$ cat config.mk
export PLATFORM = sky130hd
export DESIGN_NAME = fetch_queue_unit
export DESIGN_NICKNAME = d
export VERILOG_FILES = /design/src/rtl/fetch_queue_unit.sv
export SDC_FILE = /design/constraint.sdc
export NUM_CORES = 1
export LEC_CHECK = 0
export CORE_ASPECT_RATIO = 0.75
export CORE_MARGIN = 3
export CORE_UTILIZATION = 54
export CTS_CLUSTER_SIZE = 10
export DETAILED_ROUTE_END_ITERATION = 16
export PLACE_DENSITY = 0.85
export SLEW_MARGIN = 5
export SYNTH_ARGS = -nofsm -noshare
export SYNTH_HDL_FRONTEND = slang
export SYNTH_SLANG_ARGS = --single-unit
$ cat constraint.sdc
create_clock -name clk -period 8.6 [get_ports clk]
set_input_delay 0.86 -clock clk [delete_from_list [all_inputs] [get_ports clk]]
set_output_delay 0.86 -clock clk [all_outputs]
set_load 0.005 [all_outputs]
$ cat src/rtl/fetch_queue_unit.sv
// Instruction fetch stage with a 2-entry registered queue of {PC, Instr} pairs
// feeding the decoder; redirects flush the queue and realign the PC.
module fetch_queue_unit #(
  parameter logic [31:0] RESET_PC = 32'h0000_0000
) (
  input  logic        clk,
  input  logic        rst,
  output logic [31:0] PC,
  input  logic [31:0] Instr,
  input  logic        Stall,
  input  logic        Redirect,
  input  logic [31:0] RedirectPC,
  input  logic        DecReady,
  output logic        DecValid,
  output logic [31:0] DecInstr,
  output logic [31:0] DecPC,
  output logic [1:0]  FetchCount,
  output logic        AlignErr
);

  typedef struct packed {
    logic [31:0] pc;
    logic [31:0] instr;
  } entry_t;

  // Entry 0 is always the queue head.
  entry_t      head_q, head_d, tail_q, tail_d;
  entry_t      fetched;
  logic [1:0]  count_q, count_d;
  logic [31:0] pc_q, pc_d;
  logic        align_err_q, align_err_d;
  logic        push, pop;

  assign fetched = '{pc: pc_q, instr: Instr};
  assign pop     = (count_q != 2'd0) && DecReady && !Redirect;
  assign push    = !Redirect && !Stall && ((count_q != 2'd2) || pop);

  always_comb begin
    // NOTE: every combinational output gets a default first so no path can infer a latch.
    head_d      = head_q;
    tail_d      = tail_q;
    count_d     = count_q;
    pc_d        = pc_q;
    align_err_d = Redirect && (RedirectPC[1:0] != 2'b00);

    if (Redirect) begin
      count_d = 2'd0;
      pc_d    = {RedirectPC[31:2], 2'b00};
    end else begin
      if (push) pc_d = pc_q + 32'd4;
      case ({push, pop})
        2'b01: begin
          head_d  = tail_q;
          count_d = count_q - 2'd1;
        end
        2'b10: begin
          if (count_q == 2'd0) head_d = fetched;
          else                 tail_d = fetched;
          count_d = count_q + 2'd1;
        end
        2'b11: begin
          // Occupancy is unchanged; the new entry lands behind whatever survives the pop.
          if (count_q == 2'd1) begin
            head_d = fetched;
          end else begin
            head_d = tail_q;
            tail_d = fetched;
          end
        end
        default: ;
      endcase
    end
  end

  // NOTE: the queue entries are reset too, because the decoder-facing outputs must read zero during reset.
  always_ff @(posedge clk or posedge rst) begin
    if (rst) begin
      head_q      <= '0;
      tail_q      <= '0;
      count_q     <= 2'd0;
      pc_q        <= RESET_PC;
      align_err_q <= 1'b0;
    end else begin
      // NOTE: state is updated with non-blocking assignments so every register samples pre-edge values.
      head_q      <= head_d;
      tail_q      <= tail_d;
      count_q     <= count_d;
      pc_q        <= pc_d;
      align_err_q <= align_err_d;
    end
  end

  assign PC         = pc_q;
  assign DecValid   = (count_q != 2'd0);
  assign DecInstr   = head_q.instr;
  assign DecPC      = head_q.pc;
  assign FetchCount = count_q;
  assign AlignErr   = align_err_q;

endmodule

Word-level counts from Yosys, hierarchy flattened
Index checks and enable logic that the tools add are counted.
Cells by class
  $add $sub $neg: 3
  equal/unequal tests: 8
  mux-type cells: 10
  bitwise gates (word level): 1
  reduce and logical (&&, ||, !) cells: 17
Operators by type and width (count)
  $mux 64: 4
  $pmux 64 s3: 1
  $pmux 64 s2: 1
  $mux 32: 2
  $add 32x3->32 const B: 1
  $ne 2x2->1 const B: 4
  $reduce_bool 2->1: 4
  $reduce_bool 3->1: 2
  $logic_and 1x1->1: 5
  $eq 2x1->1 const B: 2
  $eq 2x2->1 const B: 2
  $pmux 2 s2: 1
  $reduce_and 4->1: 1
  $reduce_and 3->1: 1
  $add 2x1->2 const B: 1
  $logic_not 1->1: 2
  $logic_not 2->1: 1
  $mux 2: 1
  $sub 2x1->2 const B: 1
  $logic_or 1x1->1: 1
  $not 1->1: 1
Word-level totals
  bits in registers: 163
  input bits: 69
  output and inout port bits: 100
  logic and storage cells: 46

Logic depth before layout (Yosys ltp)
  depth after elaboration: 8
  depth in mapped cells: 10

Worst setup path before layout
Ideal clock, no wire load.
  path kind: in2reg
  from: input port Redirect
  to: register tail_q[53] (netlist bit)
  setup time: 125 ps
  arrival: 2449 ps
  data required time: 8475 ps
  setup slack: 6026 ps
  cell stages on the path: 7
  path buffers: 3
  path through: buf_2 -> or2_2 -> a21o_1 -> clkbuf_1 -> nor3_4 -> buf_2 -> mux2_2
Between the ends
  longest elaborated chain between the ends: 7
  elaborated cells on any way between the ends: 13
  classes of those cells: 4 x eq/ne; 1 x mux; 1 x bitwise; 7 x reduce/logical
RTL lines
  from (decl): RTL line 11  | input logic Redirect,
  $logic_not 1->1: RTL line 35, 36
  $logic_and 1x1->1: RTL line 35  | assign pop = (count_q != 2'd0) && DecReady && !Redirect;
  $logic_or 1x1->1: RTL line 36  | assign push = !Redirect && !Stall && ((count_q != 2'd2) || pop);
  $logic_and 1x1->1: RTL line 36
  $eq 2x2->1: RTL line 51  | case ({push, pop})
  $ne 2x2->1 (no line) / $reduce_bool 2->1 (equally long branches)
  $reduce_and 4->1 (no line)
  to (signal assigned): RTL line 86  | tail_q <= tail_d;
  to (decl): RTL line 27  | entry_t head_q, head_d, tail_q, tail_d;
Several ways; a longest one is shown, not always the timed one.
A chain may end at the register's enable or synchronous reset.

Worst setup path after layout
  from: input port Redirect
  to: register head_q, in the netlist DecInstr[13]
Between the ends
  longest elaborated chain between the ends: 7
  elaborated cells on any way between the ends: 13
  classes of those cells: 4 x eq/ne; 1 x mux; 1 x bitwise; 7 x reduce/logical
RTL lines
  $logic_not 1->1: RTL line 35, 36
  $logic_and 1x1->1: RTL line 35
  $logic_or 1x1->1: RTL line 36
  $logic_and 1x1->1: RTL line 36
  $eq 2x2->1 / $eq 2x1->1 (equally long branches): RTL line 51
  $ne 2x2->1 (no line) / $reduce_bool 3->1 (equally long branches)
  $reduce_and 3->1 (no line)
  to (signal assigned): RTL line 78  | head_q <= '0;
  to (signal assigned): RTL line 85  | head_q <= head_d;
  to (decl): RTL line 27
Several ways; a longest one is shown, not always the timed one.

==> impl_metrics.csv <==
group,metric,value,unit
hold_path,worstHoldStart,"tail_q[62]$_DFFE_PP0P_",
cells_and_area,drive_gt1_share,12.7,%
timing,finalCritPeriodShare,37.8,%
power,swShare,29.8,%
timing,hold_viol,0,
timing,rsz0062_at_grt,"no",
detailed_routing,via_per_inst,5.90,
worst_setup_path,path_delay_family,"buffers and inverters",
synth,syn-instance-count,657,
worst_setup_path,worstPathMaxFanout,52,
global_routing,grt_max_degree,96,
power,comb_power_share,31.9,%
cells_and_area,layout_common_cells,"166 x clkdlybuf4s50_1, 158 x dfrtp_1, 83 x nor2_1, 71 x a21oi_1, 65 x mux2i_1",
timing,relSlewSlack,33.5,%
worst_setup_path,regToRegSetupSlack,5.56,ns
synth,yosysUniqueCellTypes,46,
timing,final.setup.worst_slack,5.35,ns
cells_and_area,final_common_cell,"clkdlybuf4s50_1",
power,power.density,315,mW/mm^2
synth,ys_seq_area_share,54.7,%
floorplan,core_area,0.0127,sq mm
floorplan,start_util,56.9,%
cts,clockBufferDepth,2,
worst_setup_path,crit_type,"in2reg",
timing,tightest_slew,0.994,ns
detailed_routing,vias,5809,
detailed_routing,drt-total-wl,19.0,mm
power,p_clk_share,26.2,%
synth,netlist_area,0.00723,sq mm
global_routing,grt.met1_usage,34.1,%
cells_and_area,final_nets,877,
floorplan,rows,35,
synth,ys_warn_count,0,
power,pwr-share-seq,41.9,%
worst_setup_path,r2r_cells,8,
worst_setup_path,critPathRequiredTime,8.87,ns
placed_design,pre_cts_slack,4.97,ns
floorplan,die_x,140,um
worst_setup_path,crit_path_end_kind,"register",
synth,yosys_register_bits,158,
cts,ctsResizeCount,0,
synth,synth_top_area_share,54.7,%
detailed_routing,avgRoutedWirePerCell,19.3,um
synth,synthTopCellsByArea,"dfrtp_1 55%, mux2i_1 9.0%, mux2_2 8.4%",
hold_path,hold_end,"tail_q[62]$_DFFE_PP0P_",
global_routing,grt_antenna_before_repair,0,
cts,tritoncts,"built",
cells_and_area,area_growth,32.9,%
global_routing,grt_pass1_wl,31.0,mm
job,maxCapViolCount,0,
cts,ctsRootBufferMaster,"clkbuf_16",
worst_setup_path,crit_path_top_delay_cell,"buf_4",
global_routing,gr-usage-met2,41.9,%
power,power_switching,902,uW
global_routing,gr-total-overflow,0,
floorplan,die_area,0.0148,sq mm
worst_setup_path,critPathLaunchType,"input port",
synth,ys.flop_type,"dfrtp_1",
worst_setup_path,worstReg2RegStart,"FetchCount[0]$_DFFE_PP0P_",
floorplan,io_pins,169,
timing,max_freq,307,MHz
global_routing,top_usage_layer,"met2",
placed_design,dpl.hpwl,12.6,mm
floorplan,fp.dieH,106,um
power,vdd_drop_max,211,uV
cts,insertion_delay,0.42,ns
placed_design,io_buffers,166,
detailed_routing,drt_iter0_markers,661,
cells_and_area,fin_util,75.7,%
detailed_routing,ant_nets,0,
cts,post_cts_buffers,0,
global_routing,grt_pass1_vias,5902,
detailed_routing,dr.pass1.iters,6,
timing,skew,0.00696,ns
cts,hold_buffers,0,
hold_path,hold_depth,1,
timing,period_needed,3.25,ns
worst_setup_path,crit_chain,"clkdlybuf4s50_1 -> buf_4 -> or2_2 -> o21bai_4 -> buf_4 -> mux2i_1 -> a21oi_1",
cts,htreeDepth,4,
synth,async_reset_ff_share,100,%
power,power.leakage,0.00424,uW
global_routing,grt_use_met3,8.23,%
timing,finalSetupViolations,0,
worst_setup_path,cp_common_cell,"buf_4",
placed_design,gp_congestion,0.836,
timing,final_max_slew_viol_count,0,
power,p_int,2120,uW
timing,whs,0.490,ns
detailed_routing,drcViolationCount,0,
synth,synth_top_cell_by_area,"dfrtp_1",
worst_setup_path,crit_buf_inv,3,
cts,clkSlewWorstSetupHoldPaths,0.06,ns
global_routing,gr-usage-all-layers,26.0,%
cts,cts.sinks,158,
synth,syn_area_per_cell,11.0,sq um
worst_setup_path,critPathArrivalTime,3.52,ns
timing,setup-tns-final,0,ns
worst_setup_path,reg2reg_to,"DecInstr[13]$_DFFE_PP0P_",
cts,cts_made_buffers,17,
hold_path,hp-class,"reg2reg",
worst_setup_path,max_stage_delay,0.79,ns
synth,synth_edf_count,0,
outcome,status,"finished clean",
[Yosys cell counts (all sizes together) (2+ instances only)]
master  count
buf        27
a21o        2
inv        10
or4         3
nor2       83
nand2b      3
o21ai      14
xnor2       2
a211oi      3
or4b        2
or3         2
nor4        3
a221o       4
nor3        6
and3        6
and2        2
nand4      12
mux2       62
clkbuf     20
o311ai      8
a32oi       3
nand2      35
a31oi       6
ha          4
nand3      18
a21oi      72
mux2i      65
o211ai     11
dfrtp     158
[layout make-up]
class	instances	area [sq um]
diodes	1	2.50
clock buffers	21	470
clock inverters	11	155
fillers	813	3090
inverters	10	42.5
multi-input cells	443	3060
flip-flops and latches	158	3950
well taps	166	208
repair buffers	174	1720
[layer usage]
layer,wire (um),vias up,part of all wire (%)
li1,-,2639,-
met2,9150,289,48
met4,399,0,2.1
met3,1600,43,8.4
met1,7830,2838,41
met5,0,-,0
[worst max-delay path by stage]
stage | start | endpoint | cells past startpoint
after floorplan | rst | AlignErr$_DFF_PP0_ | 1
after global placement | Redirect | tail_q[9]$_DFFE_PP0P_ | 7
after detailed placement | Redirect | tail_q[23]$_DFFE_PP0P_ | 7
after CTS | Redirect | DecInstr[13]$_DFFE_PP0P_ | 7
after global routing | Redirect | tail_q[16]$_DFFE_PP0P_ | 7
final | Redirect | DecInstr[13]$_DFFE_PP0P_ | 7
[power by group through the flow]
stage	registers [uW]	clock network, uW	logic (uW)
3_5_place_dp	1270	0	966
2_1_floorplan	1230	0	481
6_report	1270	792	966
5_1_grt	1310	831	1060
4_1_cts	1270	798	978
3_3_place_gp	1240	0	926
[logic make-up after synthesis]
group	after synthesis	synth area share, %
and+or+nand+nor	180	11.6
DFF	158	54.7
AOI/OAI and AO/OA	128	10.6
muxes	127	18.7
buffers and inverters	57	3.41
adders and majority gates	4	0.692
xor gates and xnor gates	2	0.242
other	1	0.0519
[state kept, by name (all words and copies together) (netlist names)]
| signal | flops |
|---|---|
| AlignErr | 1 |
| tail_q | 62 |
| FetchCount | 2 |
| PC | 30 |
| DecInstr | 32 |
| DecPC | 31 |
[metrics by stage]
stage	instances	cell area (sq um)	power, uW
after floorplan	658	7240	1710
after global placement	951	8980	2170
after detailed placement	951	8980	2240
after CTS	983	9610	3040
after global routing	983	9610	3200
final	984	9610	3030
Power figures use the tool's default switching activity.
==> RTL change 1, RTL diff (same settings) <==
Remove the register `align_err_q`: a continuous assignment takes its place, so the output `AlignErr` follows one clock earlier.
--- a/src/rtl/fetch_queue_unit.sv
+++ b/src/rtl/fetch_queue_unit.sv
@@ -81,3 +81,2 @@
       pc_q        <= RESET_PC;
-      align_err_q <= 1'b0;
     end else begin
@@ -88,5 +87,6 @@
       pc_q        <= pc_d;
-      align_err_q <= align_err_d;
     end
   end
+
+  assign align_err_q = align_err_d;
 
Behaviour: not the same (a bounded check fails within 4 cycles, from zero or initial values and one cycle with rst high).
==> RTL change 1 against the original RTL <==
- combinational power is essentially flat
- power shrank 1.2%
- sequential cell count is 1 lower
- area after synthesis decreased by 0.35%
- sequential power hardly changed
- final area shrank 0.83%
- global-route usage is 0.33 points lower
- wire length fell by 0.28%
- via count grew 0.86%
- worst setup slack worse by 0.42 ns
- non-clock buffer count down 2
- critical path depth fell by 2
- critical path type is now input pin to primary output
- largest cell class unchanged
==> RTL change 1: results (changes against the original RTL) <==
Share of layout cells above drive strength 1: 12.3% (-0.43 points)
Gr usage total: 25.7% (-0.33 points)
Synth area leaders: dfrtp_1 55%, mux2i_1 9.0%, mux2_2 8.4%, a21oi_1 5.0%, nor2_1 4.3%
Initial DRC count: 650 (-1.7%)
DR pass1 iterations: 7 (+1)
Outcome: completed
First-pass GRT wire length: 30400 µm (-1.9%)
Sequential area share after synthesis: 54.5% (-0.16 points)
Arrival @ worst endpoint: 2.82 ns (-0.70 ns)
Antenna Cells: 0 (-1)
Final Wtd Congestion: 0.871 (+4.2%)
Maximum fanout along the worst path: 37 (-29%)
Worst slack at placement: 4.73 ns (-0.235 ns)
Vias in the first global route: 5804 (-1.7%)
Leak: 4.21 nW (-0.79%)
Cells after Synth: 656 (-0.15%)
Fin Hold WS: 0.489 ns (-0.00181 ns)
Top_reg_cell synth: dfrtp_1
Worst-margin pin slew: 1.07 ns (+0.0734 ns)
Largest net degree at the start of global routing: 102 (+6.3%)
Post-DP HPWL: 12300 µm (-2.7%)
Max VDD drop: 0.186 mV (-12%)
Vias: 5859 (+0.86%)
Via density: 5.98 (+1.4%)
Post-synth top cells: 157 x dfrtp_1, 83 x nor2_1, 72 x a21oi_1
Area after DPL: 0.00894 mm² (-0.45%)
Reg2Reg Setup Slack: 5.34 ns (-0.22 ns)
Placed instance count: 948 (-0.32%)
Nets: 874 (-0.34%)
Setup Skew: 0.00950 ns (+0.00254 ns)
Cell Int Power: 2.10 mW (-1.3%)
Max reg flops: 62 (unchanged)
==> RTL change 1: critical path, cell delays in order <==
cell             delay [ns]
clkdlybuf4s50_1        0.46
buf_4                  0.38
inv_1                  0.41
nor2_1                 0.19
clkdlybuf4s50_1        0.51
==> RTL change 1: metal layers <==
layer / GRT usage, % / routed length [µm] / vias to the layer above
li1: - / - / 2644
met1: 34.8 / 7940 / 2898
met2: 40.6 / 8970 / 276
met3: 6.97 / 1690 / 41
met4: 8.38 / 327 / 0
met5: 0 / 0 / -
==> RTL change 1: worst paths after layout <==
kind,start,endpoint,cells past startpoint
worst max register to register,FetchCount[0],tail_q[8],7
worst min-delay path,tail_q[28],tail_q[28],1
worst min register to register,tail_q[28],tail_q[28],1
max in group asynchronous,rst,DecPC[10],3
worst max-delay path,Redirect,AlignErr,5
min in group asynchronous,rst,DecPC[1],2
==> RTL change 1: cell families (layout without fill, tap and decap cells) <==
kind of cell	after synthesis	count (layout)	share of synthesized area, %
buf+inv	57	213	3.42
simple gates	180	180	11.7
flops	157	157	54.5
fa+ha+maj	4	4	0.694
compound gates	128	128	10.7
xor+xnor	2	2	0.243
mux	127	127	18.7
other cells	1	2	0.0520
==> RTL change 1: final cells by class <==
class	instances	area, µm²
multi-input cells	443	3060
inverters	10	42.5
flip-flops and latches	157	3930
well taps	166	208
clock inverters	11	141
fillers	804	3120
clock buffers	20	447
repair buffers	172	1710
==> RTL change 1: power groups by stage <==
stage          registers, mW  logic, mW  clock network, mW
2_1_floorplan           1.23      0.481                  0
3_3_place_gp            1.25      0.922                  0
3_5_place_dp            1.27      0.964                  0
4_1_cts                 1.26      0.978              0.766
5_1_grt                 1.30       1.05              0.803
6_report                1.27      0.966              0.759
==> RTL change 2, RTL diff (same settings) <==
Without the edit above. Reset style: synchronous (`rst`), changed in one clocked block.
--- a/src/rtl/fetch_queue_unit.sv
+++ b/src/rtl/fetch_queue_unit.sv
@@ -75,3 +75,3 @@
   // NOTE: the queue entries are reset too, because the decoder-facing outputs must read zero during reset.
-  always_ff @(posedge clk or posedge rst) begin
+  always_ff @(posedge clk) begin
     if (rst) begin
Check against the original RTL: differs if rst is asserted again (counterexample within 4 cycles, from zero or initial values and one cycle with rst high); with rst held inactive, the same outputs for 4 cycles.
==> RTL change 2 against the original RTL <==
- final area down 6.9%
- non-clock buffer count shrank 2
- sequential cell count shrank 1
- area after synthesis decreased by 6.5%
- first-iteration DRC count shrank 25%
- worst hold slack got worse by 0.036 ns
- die area shrank 6.2%
- wire length up 1.7%
- highest routed layer is now met5
- worst setup slack lost 0.39 ns
- critical path depth grew 3
Power is not compared: it rests on default switching activity, and its combinational part moved more than twofold at a synthesized area within 25%.
==> RTL change 2: results (changes against the original RTL) <==
Asr flop ratio synth: 0% (-100 points)
Via density: 5.89 (-0.15%)
Arrival @ worst endpoint: 3.98 ns (+0.46 ns)
Met3 WL post-DR: 1920 µm (+20%)
Top_reg_cell synth: dfxtp_1
Final WL: 19300 µm (+1.7%)
Hold path depth: 2 (+1)
Nets: 1011 (+15%)
Met1 Wirelength: 8490 µm (+8.4%)
Highest metal used: met5
M1 GR Usage: 38.0% (+3.9 points)
Worst slack at placement: 4.64 ns (-0.331 ns)
Worst Reg-to-Reg Cells: 11 (+3)
Gr usage total: 27.6% (+1.6 points)
Setup Skew: 0.00485 ns (-0.00211 ns)
Clock power frac: 42.4%
Antenna violations before repair: 1 (+1)
Vias in the first global route: 6058 (+2.6%)
Crit path max-delay cell type: mux2i_4
Filler cells: 899 (+11%)
Sequential area share after synthesis: 46.5% (-8.2 points)
DR pass1 iterations: 5 (-1)
Port bufs: 164 (-1.2%)
First-pass GRT wire length: 30900 µm (-0.16%)
Synth area leaders: dfxtp_1 46%, a221oi_1 8.2%, nand2_1 7.7%, a21oi_1 6.1%, nor3_1 5.0%
PwrDens: 197 mW/mm²
Share of layout cells above drive strength 1: 6.11% (-6.6 points)
Post-synth top cells: 157 x dfxtp_1, 139 x nand2_1, 83 x a21oi_1
Routing usage on met3: 7.56% (-0.67 points)
Post-CTS Setup Inserts: 0 (unchanged)
Area after DPL: 0.00835 mm² (-7.0%)
Antenna Cells: 0 (-1)
Worst-margin pin slew: 1.18 ns (+0.189 ns)
Met2 GRT Util: 43.1% (+1.3 points)
Outcome: completed
Met2 WL post-DR: 8680 µm (-5.1%)
Final Wtd Congestion: 0.872 (+4.3%)
Maximum fanout along the worst path: 37 (-29%)
Slowest stage delay, CP: 0.77 ns (-0.02 ns)
Post-DP HPWL: 12200 µm (-3.4%)
Initial DRC count: 493 (-25%)
Largest net degree at the start of global routing: 80 (-17%)
Yosys warns: 0 (unchanged)
-- RTL change 2: cell types whose count changed in the layout (fill, tap and decap cells not counted), sizes merged, moves of 15 or more --
cell / change
a221oi: +63
dfrtp: -158
dfxtp: +157
mux2: -61
mux2i: -57
nand2: +104
nor3: +64
o21a: +15
xnor2: +16
-- RTL change 2: metrics by stage --
step / std cells / hold WS [ns]
3_5_place_dp: 1079 / 0.446
2_1_floorplan: 822 / 0.436
5_1_grt: 1111 / 0.474
3_3_place_gp: 1079 / 0.441
6_report: 1111 / 0.454
4_1_cts: 1111 / 0.455
-- RTL change 2: layout make-up --
type	count	area, µm²	area share [%]
Inverter	24	90.1	1.01
Timing Repair Buffer	172	1690	18.9
Tap cell	162	203	2.27
Multi-Input combinational cell	564	3220	36.0
Sequential cell	157	3140	35.1
Clock buffer	19	453	5.06
Clock inverter	13	140	1.57
-- RTL change 2: tightest hold or removal path: stages (launching register included) --
cell     delay [ns]
dfxtp_1        0.31
nand2_1        0.05
a21oi_1        0.05
-- RTL change 2: worst paths after layout --
| check | start | endpoint | slack (ns) |
|---|---|---|---|
| max reg2reg | FetchCount[0] | DecPC[20] | 5.07 |
| min | tail_q[50] | tail_q[50] | 0.45 |
| min reg2reg | tail_q[50] | tail_q[50] | 0.45 |
| max | DecReady | DecPC[31] | 4.96 |
-- RTL change 2: cells by family after synthesis --
family / after synthesis / share of synthesized area (%)
AND/OR/NAND/NOR: 334 / 22.3
AO/OA/AOI/OAI: 185 / 18.9
flip-flops: 157 / 46.5
buffers and inverters: 101 / 6.42
XOR/XNOR: 26 / 3.37
multiplexers: 9 / 1.41
adder cells (fa/ha/maj): 6 / 1.11
other: 1 / 0.0555
